<file path="src/rtl/uart_out_port.sv">
// uart_out_port: buffers 16-bit words from the CPU output port in a small FIFO
// and transmits each word as two 8N1 UART frames (low byte, then high byte).
module uart_out_port #(
  parameter int unsigned CLKS_PER_BIT = 868,
  parameter int unsigned DEPTH_LOG2   = 3
) (
  input  logic        clk,
  input  logic        rst,
  input  logic [15:0] din,
  input  logic        din_valid,
  output logic        full,
  output logic        overflow,
  output logic        busy,
  output logic        tx
);

  localparam int unsigned DEPTH = 1 << DEPTH_LOG2;
  localparam int unsigned BW    = $clog2(CLKS_PER_BIT + 1);
  localparam logic [BW-1:0]         BAUD_LAST = BW'(CLKS_PER_BIT - 1);
  localparam logic [DEPTH_LOG2:0]   CNT_FULL  = (DEPTH_LOG2 + 1)'(DEPTH);

  typedef enum logic [1:0] {
    S_IDLE,
    S_START,
    S_DATA,
    S_STOP
  } state_t;

  // FIFO storage and bookkeeping
  logic [15:0]           r_mem [DEPTH];
  logic [DEPTH_LOG2-1:0] r_wptr;
  logic [DEPTH_LOG2-1:0] r_rptr;
  logic [DEPTH_LOG2:0]   r_count;
  logic                  r_overflow;

  // Transmitter state
  state_t                r_state;
  logic [15:0]           r_word;
  logic                  r_hi_sel;
  logic [2:0]            r_bit_idx;
  logic [BW-1:0]         r_baud;
  logic                  r_tx;

  logic                  w_full;
  logic                  w_empty;
  logic                  w_wr;
  logic                  w_pop;
  logic                  w_baud_done;
  logic [7:0]            w_byte;

  assign w_full      = (r_count == CNT_FULL);
  assign w_empty     = (r_count == '0);
  // full is the registered occupancy, so a strobe in the same cycle as a pop
  // from a full FIFO is still dropped.
  assign w_wr        = din_valid && !w_full;
  assign w_pop       = (r_state == S_IDLE) && !w_empty;
  assign w_baud_done = (r_baud == BAUD_LAST);
  assign w_byte      = r_hi_sel ? r_word[15:8] : r_word[7:0];

  assign full     = w_full;
  assign overflow = r_overflow;
  assign busy     = (r_state != S_IDLE) || !w_empty;
  assign tx       = r_tx;

  // FIFO data array: written on every accepted strobe
  always_ff @(posedge clk) begin
    if (w_wr) begin
      r_mem[r_wptr] <= din;
    end
  end

  // FIFO pointers, occupancy count and sticky overflow flag
  always_ff @(posedge clk) begin
    if (rst) begin
      r_wptr     <= '0;
      r_rptr     <= '0;
      r_count    <= '0;
      r_overflow <= 1'b0;
    end else begin
      if (w_wr) begin
        r_wptr <= r_wptr + 1'b1;
      end
      if (w_pop) begin
        r_rptr <= r_rptr + 1'b1;
      end
      case ({w_wr, w_pop})
        2'b10:   r_count <= r_count + 1'b1;
        2'b01:   r_count <= r_count - 1'b1;
        default: r_count <= r_count;
      endcase
      if (din_valid && w_full) begin
        r_overflow <= 1'b1;
      end
    end
  end

  // UART transmit FSM; tx is registered from the current state, so the line
  // lags the state by one cycle while every level still lasts CLKS_PER_BIT.
  always_ff @(posedge clk) begin
    if (rst) begin
      r_state   <= S_IDLE;
      r_word    <= '0;
      r_hi_sel  <= 1'b0;
      r_bit_idx <= '0;
      r_baud    <= '0;
      r_tx      <= 1'b1;
    end else begin
      case (r_state)
        S_IDLE:  r_tx <= 1'b1;
        S_START: r_tx <= 1'b0;
        S_DATA:  r_tx <= w_byte[r_bit_idx];
        default: r_tx <= 1'b1;
      endcase

      case (r_state)
        S_IDLE: begin
          r_baud <= '0;
          if (w_pop) begin
            r_word   <= r_mem[r_rptr];
            r_hi_sel <= 1'b0;
            r_state  <= S_START;
          end
        end
        S_START: begin
          if (w_baud_done) begin
            r_baud    <= '0;
            r_bit_idx <= '0;
            r_state   <= S_DATA;
          end else begin
            r_baud <= r_baud + 1'b1;
          end
        end
        S_DATA: begin
          if (w_baud_done) begin
            r_baud <= '0;
            if (r_bit_idx == 3'd7) begin
              r_state <= S_STOP;
            end else begin
              r_bit_idx <= r_bit_idx + 1'b1;
            end
          end else begin
            r_baud <= r_baud + 1'b1;
          end
        end
        default: begin
          if (w_baud_done) begin
            r_baud <= '0;
            if (!r_hi_sel) begin
              r_hi_sel <= 1'b1;
              r_state  <= S_START;
            end else begin
              r_state <= S_IDLE;
            end
          end else begin
            r_baud <= r_baud + 1'b1;
          end
        end
      endcase
    end
  end

endmodule

</file>
<file path="config.mk">
export PLATFORM = sky130hd
export DESIGN_NAME = uart_out_port
export DESIGN_NICKNAME = d
export VERILOG_FILES = /design/src/rtl/uart_out_port.sv
export SDC_FILE = /design/constraint.sdc
export NUM_CORES = 1
export LEC_CHECK = 0
export ABC_AREA = 1
export BUFFER_PORTS_ARGS = -buffer_cell sky130_fd_sc_hd__buf_2
export CORE_ASPECT_RATIO = 1.2
export CORE_MARGIN = 1
export CORE_UTILIZATION = 50
export DETAILED_ROUTE_END_ITERATION = 10
export PLACE_DENSITY = 0.66
export SYNTH_ARGS = -nofsm -noshare
export SYNTH_HDL_FRONTEND = slang
export SYNTH_SLANG_ARGS = --single-unit
export TNS_END_PERCENT = 20
</file>
<file path="constraint.sdc">
create_clock -name clk -period 2.7 [get_ports clk]
set_input_delay 0.135 -clock clk [delete_from_list [all_inputs] [get_ports clk]]
set_output_delay 0.135 -clock clk [all_outputs]
set_load 0.01 [all_outputs]
</file>
==> impl_metrics.env, run 1 <==
export IMPL_synthToLayoutAreaGrowth_pct=13.50
export IMPL_avgSynthCellArea_sq_um=10.28
export IMPL_cts_root_buffer="clkbuf_16"
export IMPL_period_minus_slack_ns=2.182
export IMPL_h_tree_depth=4
export IMPL_drive_gt1_share_pct=9.960
export IMPL_path_class="reg -> reg"
export IMPL_hold_start="rst"
export IMPL_setup_viol=0
export IMPL_grt_remaining_overflow=0
export IMPL_synth_top_family_by_area="simple AND/OR/NAND/NOR gates"
export IMPL_grt_pass1_vias=4802
export IMPL_drc=0
export IMPL_wl_per_cell_microns=16.10
export IMPL_grt_pass1_wl_mm=24.00
export IMPL_reg2reg_to="r_count[2]"
export IMPL_routed_wl_mm=14.87
export IMPL_seq_area_frac_synth_pct=65.68
export IMPL_synthArstFlopShare_pct=0
export IMPL_ys_ff_latch=172
export IMPL_synth_nets=731
export IMPL_gr_usage_all_layers_pct=21.36
export IMPL_dp_slack_ns=0.5900
export IMPL_fp_dieArea_sq_mm=0.01487
export IMPL_final_cell_mix="nor2_1 (168), edfxtp_1 (128), nand2_1 (77)"
export IMPL_grt_max_degree=67
export IMPL_route_vias_total=4990
export IMPL_fin_tns_setup_ns=0
export IMPL_synthSimpleGateAreaFrac_pct=19.05
export IMPL_run_status="finished clean"
export IMPL_ys_warn_count=0
export IMPL_syn_inst=700
export IMPL_port_buffers=22
export IMPL_start_kind="flip-flop"
export IMPL_finalHoldViolations=0
export IMPL_whs_ns=0.1532
export IMPL_clock_fmax_mhz=458.2
export IMPL_rr_startpoint="r_count[0]"
export IMPL_synth_compound_area_share_pct=7.306
export IMPL_rsz0062_at_grt="no"
export IMPL_cp_required_ns=3.01
export IMPL_yosys_top_cells_area="edfxtp_1 (53%), dfxtp_1 (12%), nor2_1 (8.8%), nand3_1 (4.8%), o21ai_0 (4.1%)"
export IMPL_die_height_microns=133.4
export IMPL_p_per_area_mw_per_mm2=933.3
export IMPL_layout_commonest_cell="nor2_1"
export IMPL_period_share_pct=80.83
export IMPL_rows=47
export IMPL_netlist_top_cell_by_area="edfxtp_1"
export IMPL_ios=23
export IMPL_cts_made_buffers=17
export IMPL_tightest_slew_ns=0.9962
export IMPL_synth_top_area_share_pct=53.44
export IMPL_drtIter0Drc=338
export IMPL_synth_mux_area_share_pct=0
export IMPL_max_cap_viol_count=0
export IMPL_final_cells=924
export IMPL_end_kind="flip-flop"
export IMPL_synth_xor_area_share_pct=0.9741
export IMPL_cts_buffer_depth=2
export IMPL_min_path_type="in -> reg"
export IMPL_setup_ws_ns=0.5175
export IMPL_netlist_area_sq_mm=0.007193
export IMPL_drv_slew=0
export IMPL_final_core_util_pct=58.58
export IMPL_hold_depth=2
export IMPL_clkSlewWorstSetupHoldPaths_ns=0.07
export IMPL_r2r_cells=12
export IMPL_arrival_ns=2.50
export IMPL_antenna_cells=0
export IMPL_cts_setup_buffers=0
export IMPL_worstPathMaxFanout=7
export IMPL_whs_endpoint="r_bit_idx[2]"
export IMPL_place_congestion=0.8214
export IMPL_dp_hpwl_mm=8.630
export IMPL_cts_tree="yes"
export IMPL_ant_nets=0
export IMPL_skew_ns=0.006867
export IMPL_start_util_pct=51.61
export IMPL_synthAdderAreaFrac_pct=2.087
export IMPL_worst_r2r_setup_slack_ns=0.52
export IMPL_clock_latency_ns=0.42
export IMPL_cts_resized=0
export IMPL_synth_edff_count=128
export IMPL_max_slew_margin_pct=33.49
export IMPL_peakVddDrop_uv=430.1
export IMPL_cts_sinks=172
export IMPL_die_x_microns=111.5
export IMPL_fin_nets=771
export IMPL_yosys_cell_types_count=29
export IMPL_via_per_inst=5.400
export IMPL_grt_antenna_before_repair=0
export IMPL_dp_cells=875
export IMPL_coreArea_sq_mm=0.01394
export IMPL_dr_pass1_iters=5
export IMPL_ys_flop_type="edfxtp_1"
export IMPL_power_leakage_nw=3.027
[cell families after synthesis]
| logic type | count (synthesis) |
|---|---|
| flip-flops | 172 |
| AO/OA/AOI/OAI | 105 |
| adder cells (fa/ha/maj) | 12 |
| XOR/XNOR | 8 |
| buffers and inverters | 73 |
| AND/OR/NAND/NOR | 330 |
[through the flow]
| step | power (mW) | instance area (sq um) |
|---|---|---|
| after detailed placement | 5.308 | 7425 |
| after CTS | 7.652 | 8164 |
| final | 7.619 | 8164 |
| after global routing | 8.060 | 8164 |
| after floorplan | 4.854 | 7193 |
| after global placement | 5.243 | 7425 |
[report_power, final]
group,leakage (nW),internal [mW],switching [mW]
clock,0.277,1.23,1.10
sequential,1.52,3.12,0.132
combinational,1.23,0.663,1.37
total,3.03,5.01,2.60
[per-layer routing]
metal,vias to the layer above,part of all wire [%],global-route usage (%)
li1,2461,-,-
met1,2340,42,25.99
met2,161,51,36.28
met3,28,5.4,4.504
met4,0,2.5,10.36
met5,-,0,0
[Yosys cell counts (2+ instances only)]
cell type / instances
a21oi_1: 30
buf_1: 2
buf_2: 9
buf_4: 5
buf_6: 6
clkbuf_1: 7
clkbuf_2: 3
clkinv_1: 2
dfxtp_1: 44
edfxtp_1: 128
ha_1: 12
inv_1: 36
inv_2: 3
nand2_1: 77
nand3_1: 69
nand4_1: 5
nor2_1: 168
nor3_1: 4
o21ai_0: 59
o21ai_1: 16
xnor2_1: 2
xor2_1: 6
[flip-flops by register name, indices dropped and copies added, names as in the netlist]
| register | cells |
|---|---|
| r_state | 2 |
| r_mem | 128 |
| tx | 1 |
| r_hi_sel | 1 |
| r_wptr | 3 |
| r_count | 4 |
| r_baud | 10 |
| overflow | 1 |
| r_bit_idx | 3 |
| r_rptr | 3 |
| r_word | 16 |
[worst max-delay path: stages, from the launching register on]
cell	delay, ns
dfxtp_1	0.43
nor2_1	0.11
nand3_1	0.10
nand2_1	0.16
ha_1	0.29
nand2_1	0.11
inv_1	0.05
nor2_1	0.21
ha_1	0.23
a21oi_1	0.06
xnor2_1	0.13
o21ai_0	0.15
inv_1	0.05
[worst max-delay path by stage]
stage | from | endpoint | slack (ns) | cells past startpoint
floorplan | r_state[0] | r_count[2] | 0.67 | 14
global placement | r_count[0] | r_count[2] | 0.78 | 12
detailed placement | r_count[0] | r_count[2] | 0.59 | 12
CTS | r_state[0] | r_count[2] | 0.59 | 13
global route | r_count[0] | r_count[2] | 0.34 | 11
finish | r_count[0] | r_count[2] | 0.52 | 12
[final cells by class]
type                       count  area, sq um
clock buffer                  17        425.4
clock inverter                15        143.9
fill                        1141         5773
inverter                      41        153.9
multi-input combinational    455         2116
sequential                   172         4726
tap                          171        214.0
timing repair buffer          53        385.4
[repair_timing]
item                       in CTS  in global routing
setup endpoints to repair       0                  0
hold endpoints to repair      129                  0
hold buffers                   17                  0
No activity file was read; power rests on OpenSTA's default activity.
==> inputs of run 2 (changes only) <==
- clock period: 2.7 -> 2.2 ns (I/O delays scaled with it)
==> run 2 against run 1 <==
Count of clock-buffer cells in the layout stayed put. Clock skew is 0.0022 ns lower. Sequential share of layout area is 0.42 points lower. Register-to-register slack worse by 0.37 ns. Utilization is 0.44 points higher. Non-clock buffer count is 5 higher. Sequential power is 23% higher. Worst hold slack better by 0.0025 ns.
==> impl_metrics.env, run 2 (synthesis gave the netlist of run 1 again) <==
export IMPL_place_congestion=0.8444
export IMPL_path_class="reg -> reg"
export IMPL_rows=47
export IMPL_end_kind="flip-flop"
export IMPL_setup_ws_ns=0.1483
export IMPL_die_height_microns=133.4
export IMPL_crit_top_cell="ha_1"
export IMPL_grt_remaining_overflow=0
export IMPL_via_per_inst=5.443
export IMPL_final_cells=929
export IMPL_cts_sinks=172
export IMPL_antenna_cells=0
export IMPL_dr_pass1_iters=7
export IMPL_p_per_area_mw_per_mm2=1159
export IMPL_setup_viol=0
export IMPL_period_share_pct=93.26
export IMPL_grt_most_used_layer="met2"
export IMPL_grt_pass1_wl_mm=25.40
export IMPL_start_kind="flip-flop"
export IMPL_drc=0
export IMPL_ant_nets=0
export IMPL_total_power_mw=9.536
export IMPL_cts_tree="yes"
export IMPL_fp_dieArea_sq_mm=0.01487
export IMPL_clkSlewWorstSetupHoldPaths_ns=0.06
export IMPL_met2_usage_pct=39.93
export IMPL_n_fill_cell=1138
export IMPL_routed_wl_mm=15.40
export IMPL_use_met1_pct=25.89
export IMPL_dp_slack_ns=0.1428
export IMPL_placed_cell_area_sq_mm=0.007462
export IMPL_crit_chain="inv_1 -> ha_1 -> nand2_2 -> inv_2 -> ha_1 -> nor2_1 -> nor2_2 -> ha_1 -> a21oi_1 -> xnor2_1 -> o21ai_0 -> inv_1"
export IMPL_synthToLayoutAreaGrowth_pct=14.35
export IMPL_clock_fmax_mhz=487.4
export IMPL_top_register="r_mem"
export IMPL_clock_latency_ns=0.42
export IMPL_port_buffers=22
export IMPL_ios=23
export IMPL_power_leakage_nw=3.062
export IMPL_finalHoldViolations=0
export IMPL_die_x_microns=111.5
export IMPL_postLayoutCellArea_sq_mm=0.008225
export IMPL_cp_required_ns=2.51
export IMPL_wl_per_cell_microns=16.58
export IMPL_regArea_sq_mm=0.004727
export IMPL_grt_antenna_before_repair=0
export IMPL_reg_top3="r_mem x128, r_word x16, r_baud x10"
export IMPL_period_minus_slack_ns=2.052
export IMPL_drv_slew=0
export IMPL_cts_buffer_depth=2
export IMPL_max_cap_viol_count=0
export IMPL_largest_register_ffs=128
export IMPL_coreArea_sq_mm=0.01394
export IMPL_drive_gt1_share_pct=10.69
export IMPL_h_tree_depth=4
export IMPL_final_cell_mix="nor2_1 (167), edfxtp_1 (128), nand2_1 (77)"
export IMPL_grt_max_degree=41
export IMPL_slowest_stage="dfxtp_1"
export IMPL_critPathMaxStageDelay_ns=0.38
export IMPL_cts_root_buffer="clkbuf_16"
export IMPL_tightest_slew_ns=0.6672
export IMPL_dp_hpwl_mm=9.283
export IMPL_dp_cells=880
export IMPL_drtIter0Drc=354
export IMPL_route_vias_total=5057
export IMPL_peakVddDrop_uv=655.5
export IMPL_layout_commonest_cell="nor2_1"
export IMPL_arrival_ns=2.36
export IMPL_grtUsageMet3_pct=4.686
export IMPL_cts_made_buffers=17
export IMPL_fin_nets=776
export IMPL_worstPathMaxFanout=4
export IMPL_min_path_type="in -> reg"
export IMPL_max_slew_margin_pct=55.46
export IMPL_skew_ns=0.004652
export IMPL_start_util_pct=51.61
export IMPL_multi_input_area_sq_mm=0.002118
export IMPL_run_status="finished clean"
export IMPL_grt_pass1_vias=5101
export IMPL_gr_usage_all_layers_pct=22.52
-- run 2: path summary, 6_finish.rpt --
kind / slack (ns) / end / cells after the start / from
worst max register to register: 0.15 / r_count[2] / 12 / r_state[0]
worst min-delay path: 0.16 / overflow / 3 / rst
worst max-delay path: 0.15 / r_count[2] / 12 / r_state[0]
worst min register to register: 0.45 / r_baud[0] / 1 / r_baud[0]
-- run 2: layout make-up --
type	instances	area share [%]
Clock buffer	17	5.172
Multi-Input combinational cell	455	25.75
Sequential cell	172	57.47
Inverter	41	1.871
Clock inverter	15	1.993
Tap cell	171	2.601
Timing Repair Buffer	58	5.141
-- run 2: through the flow --
stage | hold WS, ns | utilization [%] | setup TNS (ns)
2_1_floorplan | 0.1791 | - | 0
3_3_place_gp | 0.3726 | 53.54 | 0
3_5_place_dp | 0.3759 | 53.54 | 0
4_1_cts | 0.1462 | 58.99 | 0
5_1_grt | 0.1707 | 59.02 | -0.03509
6_report | 0.1557 | 59.02 | 0
-- run 2: what timing repair did --
item                                   4_1_cts  5_1_grt
setup endpoints to repair                    0        3
endpoints found under the hold margin      129        0
buffers inserted                             0        0
hold buffers                                17        0
resized for setup                            0        2
-- run 2: metal layers --
layer	wire [microns]	share of wire, %
met3	602	3.9
met4	482	3.1
met2	7990	52
met1	6329	41
met5	0	0
-- run 2: power breakdown --
part / leakage, nW / internal [mW] / total, mW / switching, mW
clock network: 0.287 / 1.69 / 2.95 / 1.26
registers: 1.52 / 3.83 / 4.01 / 0.178
logic: 1.25 / 0.850 / 2.58 / 1.73
-- run 2: worst max-delay path: cells and delay by family (launching register included) --
family / cells / cell delay, ns
fa+ha+maj: 3 / 0.64
buf+inv: 3 / 0.18
compound gates: 2 / 0.29
flops: 1 / 0.38
simple gates: 3 / 0.35
xor+xnor: 1 / 0.09
==> inputs of run 3 (changes only) <==
- ABC_AREA: 1 -> unset
- CTS_CLUSTER_SIZE: unset -> 10
==> run 3 against run 2 <==
Clock power about the same. Highest routed layer unchanged. Count of clock-buffer cells in the layout unchanged. Non-clock buffer count up 7. Largest power group unchanged. First-iteration DRC count decreased by 40%. Die area decreased by 3.9%. Total power is 0.69% lower. Largest cell class unchanged. Cell count decreased by 29%. Critical path depth fell by 3. Global-route usage shrank 3.2 points. Flip-flop and latch count unchanged.
==> impl_metrics.env, run 3 <==
export IMPL_cts_made_buffers=17
export IMPL_port_buffers=22
export IMPL_seq_area_frac_synth_pct=68.39
export IMPL_fp_dieArea_sq_mm=0.01429
export IMPL_synth_nets=448
export IMPL_antenna_cells=0
export IMPL_die_height_microns=130.8
export IMPL_wl_per_cell_microns=18.92
export IMPL_largest_register_ffs=128
export IMPL_max_cap_viol_count=0
export IMPL_grt_pass1_vias=3756
export IMPL_critPathMaxStageDelay_ns=0.55
export IMPL_cts_root_buffer="clkbuf_16"
export IMPL_yosys_cell_types_count=49
export IMPL_multi_input_area_sq_mm=0.002127
export IMPL_skew_ns=0.01091
export IMPL_power_leakage_nw=2.726
export IMPL_max_slew_margin_pct=54.84
export IMPL_min_path_type="in -> reg"
export IMPL_tightest_slew_ns=0.6775
export IMPL_period_minus_slack_ns=2.182
export IMPL_drv_slew=0
export IMPL_coreArea_sq_mm=0.01335
export IMPL_ys_warn_count=0
export IMPL_h_tree_depth=4
export IMPL_yosys_top_cells_area="edfxtp_1 (56%), dfxtp_1 (13%), mux4_2 (10%), mux2i_1 (2.6%), nor2_1 (2.2%)"
export IMPL_grt_antenna_before_repair=0
export IMPL_top_register="r_mem"
export IMPL_dr_pass1_iters=4
export IMPL_slowest_stage="or4b_4"
export IMPL_drive_gt1_share_pct=27.76
export IMPL_grt_max_degree=37
export IMPL_end_kind="flip-flop"
export IMPL_routed_wl_mm=12.45
export IMPL_crit_chain="or4b_4 -> nand2_4 -> ha_4 -> xor2_2 -> ha_2 -> a21oi_2 -> xor2_1 -> or3_1 -> a21oi_1"
export IMPL_n_fill_cell=1000
export IMPL_worst_r2r_setup_slack_ns=0.02
export IMPL_rsz0062_at_grt="yes"
export IMPL_syn_inst=417
export IMPL_gr_usage_all_layers_pct=19.29
export IMPL_setup_viol=0
export IMPL_route_vias_total=3699
export IMPL_period_share_pct=99.20
export IMPL_cts_sinks=172
export IMPL_peakVddDrop_uv=1055
export IMPL_netlist_top_cell_by_area="edfxtp_1"
export IMPL_dp_hpwl_mm=7.438
export IMPL_total_power_mw=9.470
export IMPL_grt_remaining_overflow=0
export IMPL_layout_commonest_cell="edfxtp_1"
export IMPL_ant_nets=0
export IMPL_place_congestion=0.7811
export IMPL_ys_ff_latch=172
export IMPL_ios=23
export IMPL_clock_fmax_mhz=458.2
export IMPL_arrival_ns=2.53
export IMPL_dp_slack_ns=-0.03670
export IMPL_cts_buffer_depth=2
export IMPL_run_status="finished clean"
export IMPL_fin_nets=510
export IMPL_drc=0
export IMPL_via_per_inst=5.622
export IMPL_start_kind="flip-flop"
export IMPL_synthToLayoutAreaGrowth_pct=18.57
export IMPL_p_per_area_mw_per_mm2=1156
export IMPL_setup_ws_ns=0.01762
export IMPL_die_x_microns=109.3
export IMPL_synth_edff_count=128
export IMPL_grt_pass1_wl_mm=19.52
export IMPL_path_class="reg -> reg"
export IMPL_synth_top_area_share_pct=55.64
export IMPL_avgSynthCellArea_sq_um=16.57
export IMPL_final_cell_mix="edfxtp_1 (128), nor2_1 (41), dfxtp_1 (40)"
export IMPL_worstPathMaxFanout=3
export IMPL_clock_latency_ns=0.43
export IMPL_netlist_area_sq_mm=0.006908
export IMPL_rows=46
export IMPL_reg_top3="r_mem x128, r_word x16, r_baud x10"
export IMPL_synthArstFlopShare_pct=0
export IMPL_final_cells=658
export IMPL_cts_tree="yes"
export IMPL_yosysMostFrequentCell="edfxtp_1"
export IMPL_clkSlewWorstSetupHoldPaths_ns=0.06
export IMPL_drtIter0Drc=214
export IMPL_final_core_util_pct=61.34
export IMPL_cp_required_ns=2.54
export IMPL_regArea_sq_mm=0.004732
export IMPL_dp_cells=608
export IMPL_start_util_pct=51.73
export IMPL_synth_top_cells_by_count="edfxtp_1 (128), dfxtp_1 (44), nor2_1 (41)"
export IMPL_finalHoldViolations=0
export IMPL_ys_flop_type="edfxtp_1"
-- run 3: cell types whose count changed after synthesis, moves of 16 or more --
cell,change
a211oi_1,+16
a21oi_1,-18
inv_1,-30
mux2i_1,+18
mux4_2,+32
nand2_1,-67
nand3_1,-60
nor2_1,-127
o21ai_0,-51
-- run 3: cell type report --
cell class	instances	area share (%)
repair buffers	65	6.111
clock inverters	13	2.062
well taps	168	2.566
multi-input cells	216	25.97
clock buffers	17	5.194
inverters	7	0.3208
flip-flops and latches	172	57.78
-- run 3: repair_timing --
action	in CTS	in global routing
pin swaps	4	3
setup buffers	1	2
gates cloned	0	0
hold buffers	17	0
resized for setup	7	11
endpoints found under the hold margin	129	0
endpoints found under the setup margin	1	2
-- run 3: path summary, 6_finish.rpt --
path                            startpoint    endpoint  cells past startpoint
worst max-delay path            r_count[0]  r_count[2]                      9
worst min-delay path                   rst   r_rptr[2]                      2
worst max register to register  r_count[0]  r_count[2]                      9
worst min register to register   r_baud[0]   r_baud[0]                      1
-- run 3: metrics by stage --
step / TNS (ns) / hold WS (ns) / instance area [sq um]
CTS: 0 / 0.2017 / 8128
global route: -0.1655 / 0.2365 / 8190
global placement: 0 / 0.3682 / 7325
floorplan: -16.77 / 0.2089 / 6914
finish: 0 / 0.2146 / 8190
detailed placement: -0.03670 / 0.3861 / 7325
-- run 3: cell families after synthesis --
kind of cell    share of synthesized area [%]
flops                                   68.39
mux                                     14.69
fa+ha+maj                               2.173
compound gates                          4.166
simple gates                            6.430
xor+xnor                                1.775
buf+inv                                 2.373
-- run 3: layer usage --
layer	global-route usage [%]	part of all wire, %	vias to the layer above
li1	-	-	1755
met1	23.40	43	1888
met2	33.00	53	46
met3	4.613	2.4	10
met4	8.235	1.1	0
met5	0	0	-
-- run 3: critical path, delay by kind of cell, from the launching register on --
| family | cells | cell delay, ns |
|---|---|---|
| flip-flops | 1 | 0.35 |
| XOR/XNOR | 2 | 0.26 |
| AND/OR/NAND/NOR | 3 | 0.96 |
| adder cells (fa/ha/maj) | 2 | 0.35 |
| AO/OA/AOI/OAI | 2 | 0.18 |
-- run 3: power by group --
group / internal, mW / switching, mW
clock: 1.78 / 1.20
combinational: 1.23 / 1.29
sequential: 3.81 / 0.168
